## src/rtl/instr_fetch_unit_if.sv

```systemverilog
// -----------------------------------------------------------------------------
// instr_fetch_unit_if
// Bundles every non-clock/reset signal of the fetch stage.
//   ROM side     : rom_addr (to ROM), rom_data (combinational ROM word back)
//   Decode side  : instr, instr_pc, instr_valid (to decode), instr_ready (back)
//   Execute side : redirect_valid, redirect_pc, halt_req (to fetch)
//   Status       : halted, retired_cnt (from fetch)
// Modports:
//   master - the fetch unit itself
//   slave  - the surrounding ROM / decode / execute environment
// -----------------------------------------------------------------------------
interface instr_fetch_unit_if #(
  parameter int ADDR_W = 8,
  parameter int DATA_W = 16
);
  logic [ADDR_W-1:0] rom_addr;
  logic [DATA_W-1:0] rom_data;
  logic [DATA_W-1:0] instr;
  logic [ADDR_W-1:0] instr_pc;
  logic              instr_valid;
  logic              instr_ready;
  logic              redirect_valid;
  logic [ADDR_W-1:0] redirect_pc;
  logic              halt_req;
  logic              halted;
  logic [15:0]       retired_cnt;

  modport master (
    output rom_addr,
    input  rom_data,
    output instr,
    output instr_pc,
    output instr_valid,
    input  instr_ready,
    input  redirect_valid,
    input  redirect_pc,
    input  halt_req,
    output halted,
    output retired_cnt
  );

  modport slave (
    input  rom_addr,
    output rom_data,
    input  instr,
    input  instr_pc,
    input  instr_valid,
    output instr_ready,
    output redirect_valid,
    output redirect_pc,
    output halt_req,
    input  halted,
    input  retired_cnt
  );
endinterface

```

## src/rtl/instr_fetch_unit.sv

```systemverilog
// -----------------------------------------------------------------------------
// instr_fetch_unit
// Fetch stage in front of a combinational instruction ROM. Owns the PC,
// captures {pc, word} into a 2-entry FIFO toward decode, honours redirects
// (flush + new PC) and a halt request, and counts instructions taken by decode.
// Ports:
//   clk   - system clock, rising edge
//   rst_n - synchronous active-low reset
//   bus   - instr_fetch_unit_if.master (ROM, decode, execute and status signals)
// -----------------------------------------------------------------------------
module instr_fetch_unit #(
  parameter int                ADDR_W   = 8,
  parameter int                DATA_W   = 16,
  parameter logic [ADDR_W-1:0] RESET_PC = '0
) (
  input  logic                clk,
  input  logic                rst_n,
  instr_fetch_unit_if.master  bus
);

  localparam logic [0:0] ST_RUN    = 1'b0;
  localparam logic [0:0] ST_HALTED = 1'b1;

  logic [0:0]        state_q, state_d;
  logic [ADDR_W-1:0] pc_q, pc_d;
  logic [1:0]        count_q, count_d;
  // Entry 0 is always the head; entry 1 is only meaningful when count_q == 2.
  logic [ADDR_W-1:0] e0_pc_q, e0_pc_d, e1_pc_q, e1_pc_d;
  logic [DATA_W-1:0] e0_word_q, e0_word_d, e1_word_q, e1_word_d;
  logic [15:0]       retired_q, retired_d;
  logic              pop_s;
  logic              push_s;
  logic              valid_s;

  assign valid_s = (count_q != 2'd0);

  // Drive outputs straight from registers; head reads as zero when empty.
  always_comb begin
    bus.rom_addr    = pc_q;
    bus.instr_valid = valid_s;
    bus.halted      = (state_q == ST_HALTED);
    bus.retired_cnt = retired_q;
    if (valid_s) begin
      bus.instr    = e0_word_q;
      bus.instr_pc = e0_pc_q;
    end else begin
      bus.instr    = '0;
      bus.instr_pc = '0;
    end
  end

  // Next-state logic: redirect > halt > normal fetch; pops always counted.
  always_comb begin
    state_d   = state_q;
    pc_d      = pc_q;
    count_d   = count_q;
    e0_pc_d   = e0_pc_q;
    e0_word_d = e0_word_q;
    e1_pc_d   = e1_pc_q;
    e1_word_d = e1_word_q;

    pop_s  = valid_s & bus.instr_ready;
    // A pop frees a slot in the same cycle, which keeps full-rate streaming.
    push_s = (state_q == ST_RUN) & ~bus.redirect_valid & ~bus.halt_req &
             ((count_q != 2'd2) | pop_s);

    if (pop_s) begin
      retired_d = retired_q + 16'd1;
    end else begin
      retired_d = retired_q;
    end

    if (bus.redirect_valid) begin
      // Decode may still consume the head this cycle; only the entries go.
      state_d = ST_RUN;
      pc_d    = bus.redirect_pc;
      count_d = 2'd0;
    end else begin
      case (state_q)
        ST_RUN: begin
          if (bus.halt_req) begin
            state_d = ST_HALTED;
          end else begin
            state_d = ST_RUN;
          end
        end
        ST_HALTED: state_d = ST_HALTED;
        default:   state_d = ST_RUN;
      endcase

      if (push_s) begin
        pc_d = pc_q + ADDR_W'(1);
      end else begin
        pc_d = pc_q;
      end

      // rom_data is only looked at on push cycles.
      case ({push_s, pop_s})
        2'b10: begin
          if (count_q == 2'd0) begin
            e0_pc_d   = pc_q;
            e0_word_d = bus.rom_data;
          end else begin
            e1_pc_d   = pc_q;
            e1_word_d = bus.rom_data;
          end
          count_d = count_q + 2'd1;
        end
        2'b01: begin
          e0_pc_d   = e1_pc_q;
          e0_word_d = e1_word_q;
          count_d   = count_q - 2'd1;
        end
        2'b11: begin
          if (count_q == 2'd2) begin
            e0_pc_d   = e1_pc_q;
            e0_word_d = e1_word_q;
            e1_pc_d   = pc_q;
            e1_word_d = bus.rom_data;
          end else begin
            e0_pc_d   = pc_q;
            e0_word_d = bus.rom_data;
          end
          count_d = count_q;
        end
        default: count_d = count_q;
      endcase
    end
  end

  // State registers with synchronous active-low reset.
  always_ff @(posedge clk) begin
    if (!rst_n) begin
      state_q   <= ST_RUN;
      pc_q      <= RESET_PC;
      count_q   <= 2'd0;
      e0_pc_q   <= '0;
      e0_word_q <= '0;
      e1_pc_q   <= '0;
      e1_word_q <= '0;
      retired_q <= 16'd0;
    end else begin
      state_q   <= state_d;
      pc_q      <= pc_d;
      count_q   <= count_d;
      e0_pc_q   <= e0_pc_d;
      e0_word_q <= e0_word_d;
      e1_pc_q   <= e1_pc_d;
      e1_word_q <= e1_word_d;
      retired_q <= retired_d;
    end
  end

endmodule

```

## src/flat_wrapper.sv

```systemverilog
// flat-port wrapper written by rule: the top's interface ports become plain ports
module instr_fetch_unit_flat 
#(
  parameter int                ADDR_W   = 8,
  parameter int                DATA_W   = 16,
  parameter logic [ADDR_W-1:0] RESET_PC = '0
)
  (clk, rst_n, bus_rom_addr, bus_rom_data, bus_instr, bus_instr_pc, bus_instr_valid, bus_instr_ready, bus_redirect_valid, bus_redirect_pc, bus_halt_req, bus_halted, bus_retired_cnt);
  instr_fetch_unit_if #(.ADDR_W(ADDR_W), .DATA_W(DATA_W)) bus_i ();
  input  logic clk;
  input  logic rst_n;
  output wire logic [$bits(bus_i.rom_addr)-1:0] bus_rom_addr;
  input wire logic [$bits(bus_i.rom_data)-1:0] bus_rom_data;
  output wire logic [$bits(bus_i.instr)-1:0] bus_instr;
  output wire logic [$bits(bus_i.instr_pc)-1:0] bus_instr_pc;
  output wire logic [$bits(bus_i.instr_valid)-1:0] bus_instr_valid;
  input wire logic [$bits(bus_i.instr_ready)-1:0] bus_instr_ready;
  input wire logic [$bits(bus_i.redirect_valid)-1:0] bus_redirect_valid;
  input wire logic [$bits(bus_i.redirect_pc)-1:0] bus_redirect_pc;
  input wire logic [$bits(bus_i.halt_req)-1:0] bus_halt_req;
  output wire logic [$bits(bus_i.halted)-1:0] bus_halted;
  output wire logic [$bits(bus_i.retired_cnt)-1:0] bus_retired_cnt;
  assign bus_rom_addr = bus_i.rom_addr;
  assign bus_i.rom_data = bus_rom_data;
  assign bus_instr = bus_i.instr;
  assign bus_instr_pc = bus_i.instr_pc;
  assign bus_instr_valid = bus_i.instr_valid;
  assign bus_i.instr_ready = bus_instr_ready;
  assign bus_i.redirect_valid = bus_redirect_valid;
  assign bus_i.redirect_pc = bus_redirect_pc;
  assign bus_i.halt_req = bus_halt_req;
  assign bus_halted = bus_i.halted;
  assign bus_retired_cnt = bus_i.retired_cnt;
  instr_fetch_unit #(.ADDR_W(ADDR_W), .DATA_W(DATA_W), .RESET_PC(RESET_PC)) u_core (.clk(clk), .rst_n(rst_n), .bus(bus_i));
endmodule
```

## config.mk

```make
export PLATFORM = sky130hd
export DESIGN_NAME = instr_fetch_unit_flat
export DESIGN_NICKNAME = d
export VERILOG_FILES = /design/src/rtl/instr_fetch_unit_if.sv /design/src/rtl/instr_fetch_unit.sv /design/src/flat_wrapper.sv
export SDC_FILE = /design/constraint.sdc
export NUM_CORES = 1
export LEC_CHECK = 0
export ABC_AREA = 1
export BUFFER_PORTS_ARGS = -buffer_cell sky130_fd_sc_hd__buf_2
export CAP_MARGIN = 5
export CORE_UTILIZATION = 50
export DETAILED_ROUTE_END_ITERATION = 16
export PLACE_DENSITY_LB_ADDON = 0.08
export SLEW_MARGIN = 20
export SYNTH_ARGS = -nofsm -noshare
export SYNTH_HDL_FRONTEND = slang
export SYNTH_SLANG_ARGS = --single-unit
```

## constraint.sdc

```tcl
create_clock -name clk -period 1.8 [get_ports clk]
set_input_delay 0.18 -clock clk [delete_from_list [all_inputs] [get_ports clk]]
set_output_delay 0.18 -clock clk [all_outputs]
set_load 0.01 [all_outputs]
```

* Word level (Yosys, flattened, before mapping)
Cells that the tools add are included.
** Storage, ports and cells
- Register bits after elaboration :: 75
** Cells by class
- $add $sub $neg :: 4
- Equal/unequal tests :: 8
- Mux-type cells :: 19
- Bitwise logic cells :: 9
- Reduce and logical (&&, ||, !) cells :: 9
** Operator list (number)
- two-way mux 16 bit :: 5
- two-way mux 8 bit :: 7
- case mux 16 bit (3 select lines) :: 1
- case mux 16 bit (2 select lines) :: 1
- case mux 8 bit (3 select lines) :: 1
- adder 16 x 1 -> 16 bit, second input constant :: 1
- case mux 8 bit (2 select lines) :: 1
- adder 8 x 1 -> 8 bit, second input constant :: 1
- nonzero test 2 bit :: 4
- == test 2 bit, second input constant :: 3
- AND 1 bit :: 4
- inequality test 2 x 1 -> 1 bit, second input constant :: 2
- inequality test 2 bit, second input constant :: 2
- NOT 1 bit :: 4
- case mux 2 bit (2 select lines) :: 1
- AND reduction 4 bit :: 1
- AND reduction 3 bit :: 1
- nonzero test 3 bit :: 1
- adder 2 x 1 -> 2 bit, second input constant :: 1
- == test 2 x 1 -> 1 bit, second input constant :: 1
- zero test 2 bit :: 1
- case mux 1 bit (2 select lines) :: 1
- OR reduction 2 bit :: 1
- subtractor 2 x 1 -> 2 bit, second input constant :: 1
- other kinds (2) :: 2

* Depth between registers and ports, before layout
Gate-level depths: netlist of run 1.
- Word-level depth :: 7
- Mapped depth :: 11
- Depth with buffers taken out :: 9

* Least setup slack after synthesis of run 1
Ideal clock, no wire load.
- Path kind :: flip-flop to flip-flop
- Start point :: reg u_core.state_q, in the netlist u_core.bus.halted
- End point :: reg u_core.e1_pc_q[2]
- Setup time :: 0.113 ns
- Data arrival time :: 1.283 ns
- Data required time :: 1.687 ns
- Setup slack :: 0.404 ns
- Stages on the path, launching flop included :: 9
- Cells stage by stage :: dfxtp_1 > nor2_1 > nand2_4 > a21oi_4 > o211ai_2 > buf_4 > buf_6 > nor2_1 > nor2_1
** On the way
- Cells in the longest elaborated chain, start to end :: 7
- Elaborated cells on any way between the ends :: 11
- Classes of those cells :: eq/ne: 4; mux: 1; bitwise: 4; reduce/logical: 2
** Ends and longest elaborated chain
- start, declared :: RTL line instr_fetch_unit.sv:24 : logic [0:0] state_q, state_d;
- start signal, assigned :: RTL line instr_fetch_unit.sv:143 : state_q <= state_d;
- NOT 1 bit (*) :: RTL line instr_fetch_unit.sv:64 : push_s = (state_q == ST_RUN) & ~bus.redirect_valid & ~bus.halt_req &
- AND 1 bit (*) (3 in a row) :: RTL line instr_fetch_unit.sv:64
- == test 2 bit :: RTL line instr_fetch_unit.sv:98 : case ({push_s, pop_s})
- inequality test 2 x 1 -> 1 bit (no line) (tied with other cells)
- AND reduction 4 bit (no line)
- end signal, assigned :: RTL line instr_fetch_unit.sv:148 : e1_pc_q <= e1_pc_d;
- end, declared :: RTL line instr_fetch_unit.sv:28 : logic [ADDR_W-1:0] e0_pc_q, e0_pc_d, e1_pc_q, e1_pc_d;
Every way passes the cells marked *; elsewhere a longest branch is shown, timed or not.
A chain may end at the register's enable or synchronous reset.

* Worst setup path after layout of run 1
- Start point :: reg u_core.count_q[0]
- End point :: out bus_instr_pc[6]
** On the way
- Cells in the longest elaborated chain, start to end :: 2
** Ends and longest elaborated chain
- start, declared :: RTL line instr_fetch_unit.sv:26 : logic [1:0] count_q, count_d;
- start signal, assigned :: RTL line instr_fetch_unit.sv:145 : count_q <= count_d;
- nonzero test 2 bit :: RTL line instr_fetch_unit.sv:35 : assign valid_s = (count_q != 2'd0);
- two-way mux 8 bit :: RTL line instr_fetch_unit.sv:43 : if (valid_s) begin
- end, declared :: RTL line flat_wrapper.sv:15 : output wire logic [$bits(bus_i.instr_pc)-1:0] bus_instr_pc;
Every way passes these cells.

==> results.sh, run 1 <==
export IMPL_status="complete, no violations"
export IMPL_cts_resized=0
export IMPL_cp_max_fo=24
export IMPL_final_cell_mix="119 x nand2_1, 103 x nor2_1, 93 x inv_1"
export IMPL_use_met3_pct=2.95
export IMPL_pwr_density_cell_nw_per_um2=750
export IMPL_antenna_found_initial=0
export IMPL_die_h_um=89.1
export IMPL_crit_type="register to output pin"
export IMPL_yosysSeqAreaShare_pct=39.6
export IMPL_start_kind="register"
export IMPL_drive_gt1_share_pct=18.2
export IMPL_met1_usage_pct=27.3
export IMPL_cts_root_buf="clkbuf_8"
export IMPL_areaGrowthSynthToFinish_pct=16.5
export IMPL_path_clk_slew_ps=80
export IMPL_grt_max_degree=49
export IMPL_vias=3643
export IMPL_antenna_cells=0
export IMPL_grt_busiest_layer="met2"
export IMPL_p_sw_mw=0.905
export IMPL_fin_area_sq_um=4420
export IMPL_p_total_mw=3.31
export IMPL_timing_final_ws_setup_ps=182
export IMPL_drc_errors=0
export IMPL_grt_pass1_wl_um=13600
export IMPL_nets=680
export IMPL_clk_insertion_delay_late_ps=340
export IMPL_hold_viol_final=0
export IMPL_ir_drop_mv=0.425
export IMPL_setup_tns_ps=0
export IMPL_finalMaxSlewViolations=0
export IMPL_fill_cells=752
export IMPL_cts_tree="built"
export IMPL_drt_pass1_iter_count=4
export IMPL_detail_route_iter0_violations=143
export IMPL_fin_crit_ps=1620
export IMPL_instances_no_fill=753
export IMPL_grt_ovfl_total=0
export IMPL_numPortBuffers=78
export IMPL_syn_cell_area_sq_um=3790
export IMPL_finalCritPeriodShare_pct=89.9
export IMPL_cp_data_required_time_ps=1620
export IMPL_dp_hpwl_um=5620
export IMPL_wirelength_um=8320
export IMPL_skew_ps=14.0
export IMPL_tightest_slew_ps=343
export IMPL_via_per_inst=4.84
export IMPL_clock_path_buffers=2
export IMPL_io_pins=79
export IMPL_start_util_pct=52.0
export IMPL_grtUsageTotal_pct=21.7
export IMPL_end_kind="output pin"
export IMPL_yosys_warnings=0
export IMPL_dpl_instance_area_sq_um=4240
export IMPL_p_leak_nw=2.27
export IMPL_p_clk_share_pct=35.5
export IMPL_rsz0062_at_grt="false"
export IMPL_slew_headroom_pct=77.0
export IMPL_syn_inst=580
export IMPL_fp_coreArea_sq_um=7290
export IMPL_grt_util_met2_pct=38.0
export IMPL_die_area_sq_um=7930
export IMPL_postSynthAreaPerCell_sq_um=6.53
export IMPL_drv_cap=0
export IMPL_crit_arrival_ps=1440
export IMPL_hold_path_class="input pin to register"
export IMPL_max_freq_mhz=618
export IMPL_p_sw_share_pct=27.3
export IMPL_combinationalPowerShare_pct=11.1
export IMPL_placementRows=31
export IMPL_internal_power_mw=2.41
export IMPL_cts_post_setup_buffers_inserted=0
export IMPL_finalSetupViolations=0
export IMPL_gp_congestion=0.830
export IMPL_grt_pass1_vias=3112
export IMPL_synth_async_reset_ratio_pct=0
export IMPL_wl_per_cell_um=11.0
export IMPL_seqPwrFrac_pct=53.5
export IMPL_dp_slack_ps=271
export IMPL_final_core_util_pct=60.6
export IMPL_mostFrequentLayoutCell="nand2_1"
export IMPL_hold_buffers=0
export IMPL_die_w_um=89.1
export IMPL_place_inst=737
export IMPL_cts_htree_levels=3
export IMPL_synth_edf_count=0
export IMPL_ant_nets=0
export IMPL_cts_num_sinks=75
export IMPL_yosys_most_used_dff="dfxtp_1"
export IMPL_synth_seq_cells=75
export IMPL_yosys_cell_types_count=37
export IMPL_synth_net_count=611
export IMPL_cts_made_buffers=9
export IMPL_whs_ps=70.5
## registers in the layout, indices dropped and copies added (netlist names)
name	count
u_core.e1_pc_q	8
u_core.e0_pc_q	8
u_core.bus.rom_addr	8
u_core.bus.halted	1
u_core.count_q	2
u_core.e0_word_q	16
u_core.bus.retired_cnt	16
u_core.e1_word_q	16
## path summary, 6_finish.rpt
path,startpoint,end,slack (ps),depth (start not counted)
hold reg to reg,u_core.bus.retired_cnt[15]$_SDFFE_PN0P_,u_core.bus.retired_cnt[15]$_SDFFE_PN0P_,510,2
hold / removal,bus_rom_data[2],u_core.e1_word_q[2]$_SDFFE_PN0P_,70,3
setup reg to reg,u_core.count_q[0]$_SDFFE_PP0P_,u_core.e0_pc_q[1]$_SDFFE_PN0P_,270,7
setup / recovery,u_core.count_q[0]$_SDFFE_PP0P_,bus_instr_pc[6],180,4
## final cells by class
cell class / count / area [sq um] / area share [%]
Sequential cell: 75 / 1500 / 34.0
Clock buffer: 11 / 141 / 3.20
Multi-Input combinational cell: 378 / 1750 / 39.7
Clock inverter: 5 / 37.5 / 0.850
Timing Repair Buffer: 85 / 480 / 10.9
Inverter: 100 / 378 / 8.56
Tap cell: 99 / 124 / 2.80
## synth_stat cells (2+ instances only)
master,count,area [sq um]
nand4_1,5,31.3
ha_1,2,25.0
clkbuf_1,10,37.5
dfxtp_1,75,1500
o211ai_1,2,15.0
nor2_4,2,22.5
buf_4,5,37.5
nor2_1,103,387
nor3b_1,3,22.5
inv_2,5,18.8
buf_2,6,30.0
o21a_1,2,15.0
nand2_1,119,447
nand2_2,3,18.8
buf_6,6,67.6
inv_1,93,349
o21ai_1,22,110
a21oi_1,37,185
nand3_1,13,65.1
a31oi_1,3,18.8
nor3_1,3,15.0
nor2_2,2,12.5
o21ai_0,45,225
## metal layers
layer / wire, um / vias up
met5: 0 / -
met4: 82 / 0
met3: 275 / 8
met2: 3930 / 65
met1: 4030 / 1636
li1: - / 1934
## power groups by stage
stage / clock network [mW] / registers (mW) / logic (mW)
floorplan: 0 / 1.81 / 0.246
global placement: 0 / 1.81 / 0.360
detailed placement: 0 / 1.81 / 0.368
CTS: 1.21 / 1.77 / 0.370
global route: 1.28 / 1.78 / 0.420
finish: 1.17 / 1.77 / 0.366
## worst max-delay path, cell delays in order, from the launching register on
cell and delay, ps:
dfxtp_1 380, nor2_4 200, buf_4 300, nor2_1 80, buf_2 140
## cells by family (layout without fill, tap and decap cells)
family	count (synthesis)	count (layout)	synth area share, %
compound gates	116	116	16.4
xor+xnor	2	2	0.462
simple gates	258	258	28.4
fa+ha+maj	2	2	0.660
flops	75	75	39.6
buf+inv	127	201	14.5
Note: power is estimated with default switching activity, not from simulation.
==> run 2, diff against run 1 <==
Settings changed: CORE_MARGIN set to 1.5.
==> run 2 against run 1 <==
Net effect: sequential share of layout area down 0.55 points; combinational power up 1%; maximum frequency down 3.1%; critical path depth unchanged; clock skew down 6.2 ps; cell count up 0.40%; final area up 1.6%; die area up 2.3%; sequential power about the same; non-clock buffer count up 3; setup slack worse by 52 ps; highest routed layer unchanged.
==> results.sh, run 2 (synthesis results as in run 1) <==
export IMPL_status="complete, no violations"
export IMPL_crit_arrival_ps=1490
export IMPL_vias=3601
export IMPL_cts_num_sinks=75
export IMPL_final_cell_mix="119 x nand2_1, 103 x nor2_1, 93 x inv_1"
export IMPL_cp_max_fo=24
export IMPL_ir_drop_mv=0.421
export IMPL_slew_headroom_pct=76.0
export IMPL_p_leak_nw=2.30
export IMPL_instances_no_fill=756
export IMPL_cts_htree_levels=3
export IMPL_antenna_found_initial=0
export IMPL_wl_per_cell_um=11.2
export IMPL_wirelength_um=8450
export IMPL_gp_congestion=0.798
export IMPL_clock_path_buffers=2
export IMPL_numPortBuffers=78
export IMPL_cp_data_required_time_ps=1620
export IMPL_regToRegSetupSlack_ps=240
export IMPL_dp_hpwl_um=5840
export IMPL_p_clk_share_pct=39.9
export IMPL_start_util_pct=52.0
export IMPL_reg2reg_depth=7
export IMPL_fin_crit_ps=1670
export IMPL_cts_root_buf="clkbuf_8"
export IMPL_rsz0062_at_grt="false"
export IMPL_clk_insertion_delay_late_ps=340
export IMPL_p_sw_share_pct=25.6
export IMPL_place_inst=740
export IMPL_drt_pass1_iter_count=4
export IMPL_fp_coreArea_sq_um=7290
export IMPL_antenna_cells=0
export IMPL_hold_viol_final=0
export IMPL_pwr_density_cell_nw_per_um2=795
export IMPL_ant_nets=0
export IMPL_grtUsageTotal_pct=22.0
export IMPL_p_sw_mw=0.913
export IMPL_skew_ps=7.79
export IMPL_finalCritPeriodShare_pct=92.7
export IMPL_areaGrowthSynthToFinish_pct=18.5
export IMPL_cts_made_buffers=9
export IMPL_internal_power_mw=2.65
export IMPL_hold_path_class="input pin to register"
export IMPL_io_pins=79
export IMPL_grt_pass1_vias=3341
export IMPL_crit_type="register to output pin"
export IMPL_max_freq_mhz=599
export IMPL_grt_pass1_wl_um=14800
export IMPL_start_kind="register"
export IMPL_tightest_slew_ps=359
export IMPL_cts_tree="built"
export IMPL_drc_errors=0
export IMPL_cts_post_setup_buffers_inserted=0
export IMPL_die_area_sq_um=8110
export IMPL_detail_route_iter0_violations=164
export IMPL_hold_buffers=0
export IMPL_holdPathStages=3
export IMPL_via_per_inst=4.76
export IMPL_drv_cap=0
export IMPL_setup_tns_ps=0
export IMPL_mostFrequentLayoutCell="nand2_1"
export IMPL_path_clk_slew_ps=80
export IMPL_drive_gt1_share_pct=18.6
export IMPL_combinationalPowerShare_pct=10.4
export IMPL_die_w_um=90.1
export IMPL_nets=683
export IMPL_cts_resized=0
export IMPL_finalSetupViolations=0
export IMPL_finalMaxSlewViolations=0
export IMPL_seqPwrFrac_pct=49.7
export IMPL_end_kind="output pin"
export IMPL_grt_max_degree=49
export IMPL_placementRows=31
export IMPL_die_h_um=90.1
export IMPL_grt_ovfl_total=0
export IMPL_fill_cells=741
==> run 2: changes by cell type in the layout (fill, tap and decap cells not counted), sizes merged <==
cell,previous run,this run
buf,85,88
bufinv,0,2
clkbuf,11,10
clkinv,3,2
==> run 2: worst paths after layout <==
kind	start	end
max	u_core.count_q[0]$_SDFFE_PP0P_	bus_instr_pc[4]
min	bus_rom_data[3]	u_core.e1_word_q[3]$_SDFFE_PN0P_
max reg2reg	u_core.count_q[0]$_SDFFE_PP0P_	u_core.e0_word_q[13]$_SDFFE_PN0P_
min reg2reg	u_core.bus.retired_cnt[0]$_SDFFE_PN0P_	u_core.bus.retired_cnt[0]$_SDFFE_PN0P_
==> run 2: routing by layer <==
metal,global-route usage (%),vias to the layer above,routed length (um)
met5,0,-,0
met4,7.28,0,53
met3,3.64,4,283
met2,38.5,63,4100
met1,27.2,1598,4020
li1,-,1936,-
==> run 2: power by group through the flow <==
stage | Combinational, mW | Clock, mW | Sequential (mW)
final | 0.371 | 1.42 | 1.77
after global routing | 0.429 | 1.53 | 1.78
after CTS | 0.375 | 1.47 | 1.77
after detailed placement | 0.373 | 0 | 1.81
after global placement | 0.368 | 0 | 1.81
after floorplan | 0.246 | 0 | 1.81
==> run 2: final cells by class <==
class	instances	area (sq um)	area share, %
multi-input combinational	378	1750	39.1
sequential	75	1500	33.4
timing repair buffer	88	515	11.5
inverter	100	378	8.42
clock buffer	10	128	2.84
tap	99	124	2.76
clock inverter	6	88.8	1.98
==> run 2: metrics by stage <==
| stage | setup WS [ps] | util [%] | hold slack (ps) | area, sq um | power [mW] |
|---|---|---|---|---|---|
| 6_report | 131 | 61.6 | 76.9 | 4490 | 3.57 |
| 4_1_cts | 94.2 | 61.6 | 62.0 | 4490 | 3.61 |
| 5_1_grt | 27.9 | 61.6 | 71.8 | 4490 | 3.74 |
| 3_3_place_gp | 288 | 58.6 | 418 | 4270 | 2.18 |
| 2_1_floorplan | 404 | - | 315 | 3790 | 2.05 |
| 3_5_place_dp | 220 | 58.6 | 429 | 4270 | 2.18 |
==> run 2: critical path: stages (launching register included) <==
cell and delay, ps:
dfxtp_1 390, nor2_4 200, buf_4 320, nor2_1 100, buf_2 150
==> run 3, diff against run 2 <==
Settings changed: CTS_BUF_LIST set to sky130_fd_sc_hd__clkbuf_16.
==> run 3 against run 2 <==
Net effect: clock-buffer cell count decreased by 1; global-route usage increased by 0.32 points; flip-flop and latch count stayed put; largest cell class unchanged; final area grew 2.3%; register-to-register slack is essentially flat; highest routed layer unchanged; clock skew is 1.5 ps lower; largest power group is now clock; maximum frequency is 1.8% higher.
==> results.sh, run 3 (synthesis results as in run 1) <==
export IMPL_antenna_found_initial=0
export IMPL_pwr_density_cell_nw_per_um2=883
export IMPL_grtUsageTotal_pct=22.3
export IMPL_io_pins=79
export IMPL_fill_cells=720
export IMPL_finalCritPeriodShare_pct=91.1
export IMPL_detail_route_iter0_violations=197
export IMPL_critPathSlowestCell="dfxtp_1"
export IMPL_vias=3623
export IMPL_crit_family="buffers and inverters"
export IMPL_die_h_um=90.1
export IMPL_cts_num_sinks=75
export IMPL_place_inst=740
export IMPL_clk_insertion_delay_late_ps=330
export IMPL_hold_viol_final=0
export IMPL_finalSetupViolations=0
export IMPL_setup_tns_ps=0
export IMPL_cp_data_required_time_ps=1620
export IMPL_path_cells="nor2_4 -> buf_4 -> nor2_1 -> buf_2"
export IMPL_internal_power_mw=3.08
export IMPL_wl_per_cell_um=11.3
export IMPL_grt_max_degree=49
export IMPL_startpoint="u_core.count_q[0]$_SDFFE_PP0P_"
export IMPL_slowest_delay_ps=380
export IMPL_placementRows=31
export IMPL_hold_buffers=0
export IMPL_finalMaxSlewViolations=0
export IMPL_cts_tree="built"
export IMPL_fp_coreArea_sq_um=7290
export IMPL_drc_errors=0
export IMPL_crit_arrival_ps=1460
export IMPL_crit_type="register to output pin"
export IMPL_ff_latch_area_sq_um=1500
export IMPL_instances_no_fill=756
export IMPL_cts_htree_levels=3
export IMPL_timing_rr_start="u_core.count_q[0]$_SDFFE_PP0P_"
export IMPL_combinationalPowerShare_pct=9.2
export IMPL_areaGrowthSynthToFinish_pct=21.1
export IMPL_cts_resized=0
export IMPL_p_leak_nw=2.35
export IMPL_cts_root_buf="clkbuf_16"
export IMPL_grt_pass1_vias=3366
export IMPL_die_area_sq_um=8110
export IMPL_tightest_slew_ps=359
export IMPL_p_total_mw=4.05
export IMPL_ant_nets=0
export IMPL_multiInputGateArea_sq_um=1750
export IMPL_antenna_cells=0
export IMPL_start_util_pct=52.0
export IMPL_slew_headroom_pct=76.1
export IMPL_gp_congestion=0.798
export IMPL_mostFrequentLayoutCell="nand2_1"
export IMPL_fin_crit_ps=1640
export IMPL_drive_gt1_share_pct=18.6
export IMPL_nets=683
export IMPL_grt_ovfl_total=0
export IMPL_min_from="bus_rom_data[3]"
export IMPL_drv_cap=0
export IMPL_p_sw_share_pct=23.9
export IMPL_cts_post_setup_buffers_inserted=0
export IMPL_path_buf_inv=2
export IMPL_max_freq_mhz=610
export IMPL_via_per_inst=4.79
export IMPL_status="complete, no violations"
export IMPL_wirelength_um=8520
export IMPL_cp_max_fo=24
export IMPL_p_sw_mw=0.969
export IMPL_ir_drop_mv=0.547
export IMPL_skew_ps=6.33
export IMPL_numPortBuffers=78
export IMPL_p_clk_share_pct=47.0
export IMPL_cts_made_buffers=9
export IMPL_path_clk_slew_ps=60
export IMPL_seqPwrFrac_pct=43.8
export IMPL_rsz0062_at_grt="false"
export IMPL_dp_hpwl_um=5840
export IMPL_die_w_um=90.1
export IMPL_whs_ps=90.5
export IMPL_end_kind="output pin"
export IMPL_start_kind="register"
export IMPL_grt_pass1_wl_um=15000
export IMPL_drt_pass1_iter_count=4
export IMPL_final_cell_mix="119 x nand2_1, 103 x nor2_1, 94 x inv_1"
export IMPL_hold_path_class="input pin to register"
export IMPL_clock_path_buffers=2
-- run 3: cell count changes in the layout (fill, tap and decap cells not counted) --
cell,before,now
clkbuf_16,0,9
clkbuf_8,9,0
inv_1,93,94
clkbuf_1,1,0
-- run 3: power groups by stage --
| stage | clock, mW | combinational [mW] | sequential (mW) |
|---|---|---|---|
| after floorplan | 0 | 0.246 | 1.81 |
| after global placement | 0 | 0.368 | 1.81 |
| after detailed placement | 0 | 0.373 | 1.81 |
| after CTS | 1.95 | 0.376 | 1.77 |
| after global routing | 2.02 | 0.429 | 1.78 |
| final | 1.91 | 0.371 | 1.77 |
-- run 3: routing by layer --
layer	track usage [%]	wire [um]	share of wire [%]
met4	7.14	59	0.69
met1	27.1	4040	47
met3	3.64	322	3.8
met2	39.8	4090	48
met5	0	0	0
-- run 3: metrics by stage --
stage	utilization [%]	setup slack (ps)	area (sq um)
2_1_floorplan	-	404	3790
3_3_place_gp	58.6	288	4270
3_5_place_dp	58.6	220	4270
4_1_cts	63.0	126	4590
5_1_grt	63.0	33.5	4590
6_report	63.0	159	4590
-- run 3: worst reg2reg max path, cell delays in order, from the launching register on --
cell and delay (ps):
dfxtp_1 460, nor2_4 90, nor2_8 200, nand2_1 130, o21ai_4 140, buf_12 230, o21ai_0 110, a21oi_1 120
-- run 3: area by class of cell --
cell class                 count  area share [%]
inverter                     100            8.23
tap                           99            2.70
sequential                    75            32.7
clock inverter                 7            2.02
multi-input combinational    378            38.2
timing repair buffer          88            11.2
clock buffer                   9            4.91
-- run 3: final timing paths --
path                                                               end  cells after the start  slack [ps]
worst min-delay path                  u_core.e1_word_q[3]$_SDFFE_PN0P_                      3          90
worst max register to register       u_core.e0_word_q[13]$_SDFFE_PN0P_                      7         250
worst min register to register  u_core.bus.retired_cnt[0]$_SDFFE_PN0P_                      1         490
worst max-delay path                                   bus_instr_pc[4]                      4         160
